`config.mk`:
```
export PLATFORM = sky130hd
export DESIGN_NAME = bus_mux_arbiter
export DESIGN_NICKNAME = d
export VERILOG_FILES = /design/src/rtl/bus_pkg.sv /design/src/rtl/bus_prio_encoder.sv /design/src/rtl/bus_mux_arbiter.sv
export SDC_FILE = /design/constraint.sdc
export NUM_CORES = 1
export LEC_CHECK = 0
export BUFFER_PORTS_ARGS = -buffer_cell sky130_fd_sc_hd__buf_4
export CORE_AREA = 2 2 222 224
export DETAILED_ROUTE_END_ITERATION = 8
export DIE_AREA = 0 0 224 226
export PLACE_DENSITY_LB_ADDON = 0.1
export SLEW_MARGIN = 20
export SYNTH_ARGS = -nofsm -noshare
export SYNTH_HDL_FRONTEND = slang
export SYNTH_SLANG_ARGS = --single-unit
export TNS_END_PERCENT = 1
```
`constraint.sdc`:
```
create_clock -name clock -period 3.2 [get_ports clock]
set_input_delay 0.32 -clock clock [delete_from_list [all_inputs] [get_ports clock]]
set_output_delay 0.32 -clock clock [all_outputs]
set_load 0.02 [all_outputs]
```
`src/rtl/bus_pkg.sv`:
```
// Shared bus definitions: default geometry, lock FSM states and the named
// source indices used by benches and the control unit.
package bus_pkg;

   localparam int DEF_WIDTH = 32;
   localparam int DEF_N_SRC = 16;

   typedef enum logic {
      OPEN   = 1'b0,
      LOCKED = 1'b1
   } lock_state_t;

   localparam int R0     = 0;
   localparam int R1     = 1;
   localparam int R2     = 2;
   localparam int R3     = 3;
   localparam int R4     = 4;
   localparam int R5     = 5;
   localparam int R6     = 6;
   localparam int R7     = 7;
   localparam int R8     = 8;
   localparam int R9     = 9;
   localparam int R10    = 10;
   localparam int R11    = 11;
   localparam int R12    = 12;
   localparam int R13    = 13;
   localparam int R14    = 14;
   localparam int R15    = 15;
   localparam int HI     = 16;
   localparam int LO     = 17;
   localparam int ZHI    = 18;
   localparam int ZLO    = 19;
   localparam int PC     = 20;
   localparam int MDR    = 21;
   localparam int INPORT = 22;
   localparam int C_SIGN = 23;

endpackage

```
`src/rtl/bus_prio_encoder.sv`:
```
// Combinational last-writer priority encoder over the bus drive strobes.
module bus_prio_encoder
   import bus_pkg::*;
#(
   parameter int N_SRC = DEF_N_SRC
) (
   input  logic [N_SRC-1:0]         src_out,
   output logic [$clog2(N_SRC)-1:0] win,
   output logic                     any_valid,
   output logic                     multi
);

   localparam int OW = $clog2(N_SRC);

   always_comb begin
      win = '0;
      for (int unsigned i = 0; i < N_SRC; i++) begin
         if (src_out[i]) win = OW'(i);
      end
   end

   assign any_valid = |src_out;
   // Clearing the lowest set bit leaves something only if two or more were set.
   assign multi     = |(src_out & (src_out - N_SRC'(1)));

endmodule

```
`src/rtl/bus_mux_arbiter.sv`:
```
// Registered source-select bus with conflict detection and a saturating
// conflict counter. Optional owner lock is enabled by defining BUS_LOCK_EN.
module bus_mux_arbiter
   import bus_pkg::*;
#(
   parameter int WIDTH = DEF_WIDTH,
   parameter int N_SRC = DEF_N_SRC,
   parameter int CNT_W = 8
) (
   input  logic                     clock,
   input  logic                     clear,
   input  logic [N_SRC*WIDTH-1:0]   src_data,
   input  logic [N_SRC-1:0]         src_out,
   input  logic                     bus_lock,
   output logic [WIDTH-1:0]         bus_out,
   output logic                     bus_valid,
   output logic [$clog2(N_SRC)-1:0] owner,
   output logic                     conflict,
   output logic [CNT_W-1:0]         conflict_cnt
);

   localparam int OW = $clog2(N_SRC);

   logic [N_SRC-1:0] w_req;
   logic [OW-1:0]    w_win;
   logic             w_any;
   logic             w_multi;

   logic [WIDTH-1:0] r_bus;
   logic             r_valid;
   logic [OW-1:0]    r_owner;
   logic             r_conflict;
   logic [CNT_W-1:0] r_cnt;

`ifdef BUS_LOCK_EN
   lock_state_t r_state;
   logic [OW-1:0] r_lock_owner;

   // While held, only the locked owner's strobe reaches the encoder.
   always_comb begin
      w_req = src_out;
      if (r_state == LOCKED && bus_lock) w_req = src_out & (N_SRC'(1) << r_lock_owner);
   end
`else
   logic w_unused_lock;
   assign w_unused_lock = bus_lock;
   assign w_req = src_out;
`endif

   bus_prio_encoder #(
      .N_SRC(N_SRC)
   ) u_enc (
      .src_out  (w_req),
      .win      (w_win),
      .any_valid(w_any),
      .multi    (w_multi)
   );

   always_ff @(posedge clock) begin
      if (clear) begin
         r_bus      <= '0;
         r_valid    <= 1'b0;
         r_owner    <= '0;
         r_conflict <= 1'b0;
         r_cnt      <= '0;
`ifdef BUS_LOCK_EN
         r_state      <= OPEN;
         r_lock_owner <= '0;
`endif
      end else begin
         r_valid    <= w_any;
         r_conflict <= w_multi;
         if (w_any) begin
            r_bus   <= src_data[w_win*WIDTH +: WIDTH];
            r_owner <= w_win;
         end
         if (w_multi && r_cnt != '1) r_cnt <= r_cnt + CNT_W'(1);
`ifdef BUS_LOCK_EN
         case (r_state)
            OPEN: begin
               if (bus_lock && w_any) begin
                  r_state      <= LOCKED;
                  r_lock_owner <= w_win;
               end
            end
            LOCKED: begin
               if (!bus_lock) r_state <= OPEN;
            end
            default: r_state <= OPEN;
         endcase
`endif
      end
   end

   assign bus_out      = r_bus;
   assign bus_valid    = r_valid;
   assign owner        = r_owner;
   assign conflict     = r_conflict;
   assign conflict_cnt = r_cnt;

endmodule
```
==> reports/qor.yml <==
outcome:
  status: "completed"
synth:
  synth_xor_area_share_pct: 0.146
  synth_area_leader_cell: "mux2i_1"
  synthFlopType: "dfxtp_1"
  avgSynthCellArea_um2: 7.44
  syn_area_um2: 5990
  ys_seq_elements: 46
  synth-adder-area-share_pct: 0.376
  synth_edf_count: 0
  ys_seq_area_share_pct: 15.4
  synthArstFlopShare_pct: 0
  synth_compound_area_share_pct: 23.1
  yosys-top-cells-count: "199 x nand2_1, 132 x mux2i_1, 64 x a32oi_1, 52 x nor2_1, 47 x clkbuf_1"
  synth_cell_types: 52
  yosysTopAreaCellShare_pct: 22.1
  synth_area_leaders: "mux2i_1 22%, dfxtp_1 15%, nand2_1 12%, a32oi_1 9.4%, mux2_2 5.5%"
  synthMuxAreaShare_pct: 27.5
  synth_top_family_by_area: "multiplexers"
  synthSimpleGateAreaFrac_pct: 27.3
  synth_most_common_cell: "nand2_1"
  syn_inst: 805
  yosys_warnings: 0
  synth_nets: 1337
flow_run:
  cap_violations: 0
worst_setup_path:
  critPathCaptureType: "flop"
  r2r-end: "conflict_cnt[5]"
  reg2reg_slack_ns: 1.53
  critPathTopFamily: "simple AND/OR/NAND/NOR gates"
  path_class: "input pin to flop"
  crit_required_ns: 3.47
  critPathMaxStageDelay_ns: 0.44
  reg2reg_depth: 6
  regToRegStartpoint: "conflict_cnt[0]"
  arrival_ns: 2.72
  slowest_stage: "or3b_1"
  path_buf_inv: 4
  cp_max_fo: 59
  crit_chain: "buf_4 -> nor3_1 -> or3b_1 -> o211ai_4 -> buf_12 -> buf_12 -> buf_4 -> nand2_1 -> a311oi_1 -> and4_1"
  startpoint_type: "input pin"
routing:
  vias: 8707
  drt-total-wl_um: 44500
  via_per_inst: 4.40
  first_iter_violations: 294
  wl_per_cell_um: 22.5
  drc: 0
  final_antenna_net_count: 0
  first_pass_iters: 4
place:
  place_hpwl_um: 36100
  port_buffers: 575
  place_ws_ns: 0.371
  place_congestion: 0.803
floorplanning:
  num_rows: 81
  dieArea_um2: 50600
  pin_count: 577
  fp.dieW_um: 224
  fp.dieH_um: 226
  initial_core_util_pct: 12.4
  core_area_um2: 48300
cts:
  cts_max_path_buffers: 2
  cts_tree: "yes"
  cts-root-buf: "clkbuf_16"
  ctsResizeCount: 0
  clk_pin_slew_ns: 0.09
  clock_latency_ns: 0.33
  hold_buffers: 0
  htree_levels: 2
  postCtsSetupRepairBufs: 0
  cts_buffers: 5
  clock_sinks: 46
worst_hold_path:
  holdCritPathClass: "input pin to flop"
  whs_path_depth: 4
  min_from: "src_data[38]"
  min_to: "bus_out[6]"
sta:
  period_needed_ns: 2.45
  skew_ns: 0.00171
  timing.setup.tns_ns: 0
  rsz0062_at_grt: "no"
  finalCritPeriodShare_pct: 76.6
  finalSetupViolCount: 0
  slew_viol_final: 0
  setup_slack_ns: 0.747
  worst_pin_slew_ns: 0.668
  fmax_mhz: 408
  hold_viol: 0
  slew-limit-headroom_pct: 55.4
grt:
  grt_max_degree: 60
  grt-ovfl-total: 0
  grt_pass1_vias: 9164
  grt_pass1_wl_um: 62300
  grt.total_usage_pct: 16.7
  antenna_found_initial: 1
pwr:
  p_leak_uw: 0.00538
  powerDensity_nw_per_um2: 231
  ir_worst_vdd_uv: 199
  total_power_uw: 2640
cells_and_area:
  multi_input_area_um2: 4760
  layout-drive-gt1-share_pct: 50.0
  seq_area_um2: 921
  diodes: 0
  nFillCells: 5394
  fin_nets: 1890
  syn_to_final_growth_pct: 90.9
## stage by stage
step / instances / hold slack, ns / cell area [um^2] / utilization (%)
after CTS: 1981 / 0.361 / 11400 / 23.7
after detailed placement: 1973 / 0.463 / 11300 / 23.3
after global placement: 1973 / 0.452 / 11300 / 23.3
after floorplan: 805 / 0.533 / 5990 / -
after global routing: 1981 / 0.388 / 11400 / 23.7
final: 1981 / 0.392 / 11400 / 23.7
## worst max path at each step
stage	startpoint	endpoint	slack, ns	cells after the start
final	src_out[9]	bus_out[16]	0.75	10
after global routing	src_out[9]	bus_out[11]	0.62	10
after CTS	src_out[8]	bus_out[7]	0.73	8
after detailed placement	src_out[8]	bus_out[7]	0.37	8
after global placement	src_out[9]	bus_out[12]	0.41	10
after floorplan	src_out[1]	conflict_cnt[5]	0.88	7
## flip-flops by register name, summed over array words and instances, names as in the netlist
name and cells:
conflict_cnt 8, conflict 1, bus_out 32, bus_valid 1, owner 4
## layout by cell type, fill, tap and decap left out, types with 4 or more instances in the layout
master / Yosys / final
a221oi_1: 31 / 31
nor4_1: 5 / 4
nand2_1: 199 / 198
or3_1: 8 / 8
buf_4: 3 / 612
clkbuf_16: 0 / 5
a32oi_1: 64 / 64
nor3_1: 34 / 32
nor2_1: 52 / 50
dfxtp_1: 46 / 46
a311oi_1: 32 / 32
o21ai_0: 6 / 6
buf_12: 0 / 11
and4_1: 32 / 32
a21oi_1: 8 / 8
mux2i_1: 132 / 132
mux2_2: 29 / 29
## final cells by class
| class | instances | area share [%] |
|---|---|---|
| Timing Repair Buffer | 623 | 42.1 |
| Multi-Input combinational cell | 680 | 41.7 |
| Sequential cell | 46 | 8.05 |
| Tap cell | 622 | 6.81 |
| Clock buffer | 5 | 1.09 |
| Clock inverter | 3 | 0.219 |
| Inverter | 2 | 0.0657 |
## cell families after synthesis
family                   count (synthesis)
buffers and inverters                   79
adder cells (fa/ha/maj)                  2
XOR/XNOR                                 1
flip-flops                              46
AO/OA/AOI/OAI                          164
multiplexers                           161
AND/OR/NAND/NOR                        352
## per-layer routing
| metal | wire length (um) | part of all wire [%] | global-route usage [%] | up-vias |
|---|---|---|---|---|
| met3 | 2880 | 6.5 | 3.79 | 20 |
| li1 | - | - | - | 4214 |
| met1 | 17700 | 40 | 19.7 | 4132 |
| met5 | 13 | 0.029 | 0 | - |
| met2 | 23600 | 53 | 31.1 | 339 |
| met4 | 396 | 0.89 | 2.80 | 2 |
## worst register-to-register path, stage by stage (launching register included)
cell     delay, ns
dfxtp_1       0.37
ha_1          0.23
and2_1        0.18
nand3_1       0.10
o21ai_2       0.16
o31a_1        0.33
o21ba_2       0.20
## report_power, final
part	switching, uW	internal [uW]	total, uW
sequential	32.7	619	652
combinational	597	758	1350
clock	333	297	630
Note: power is estimated with default switching activity, not from simulation.
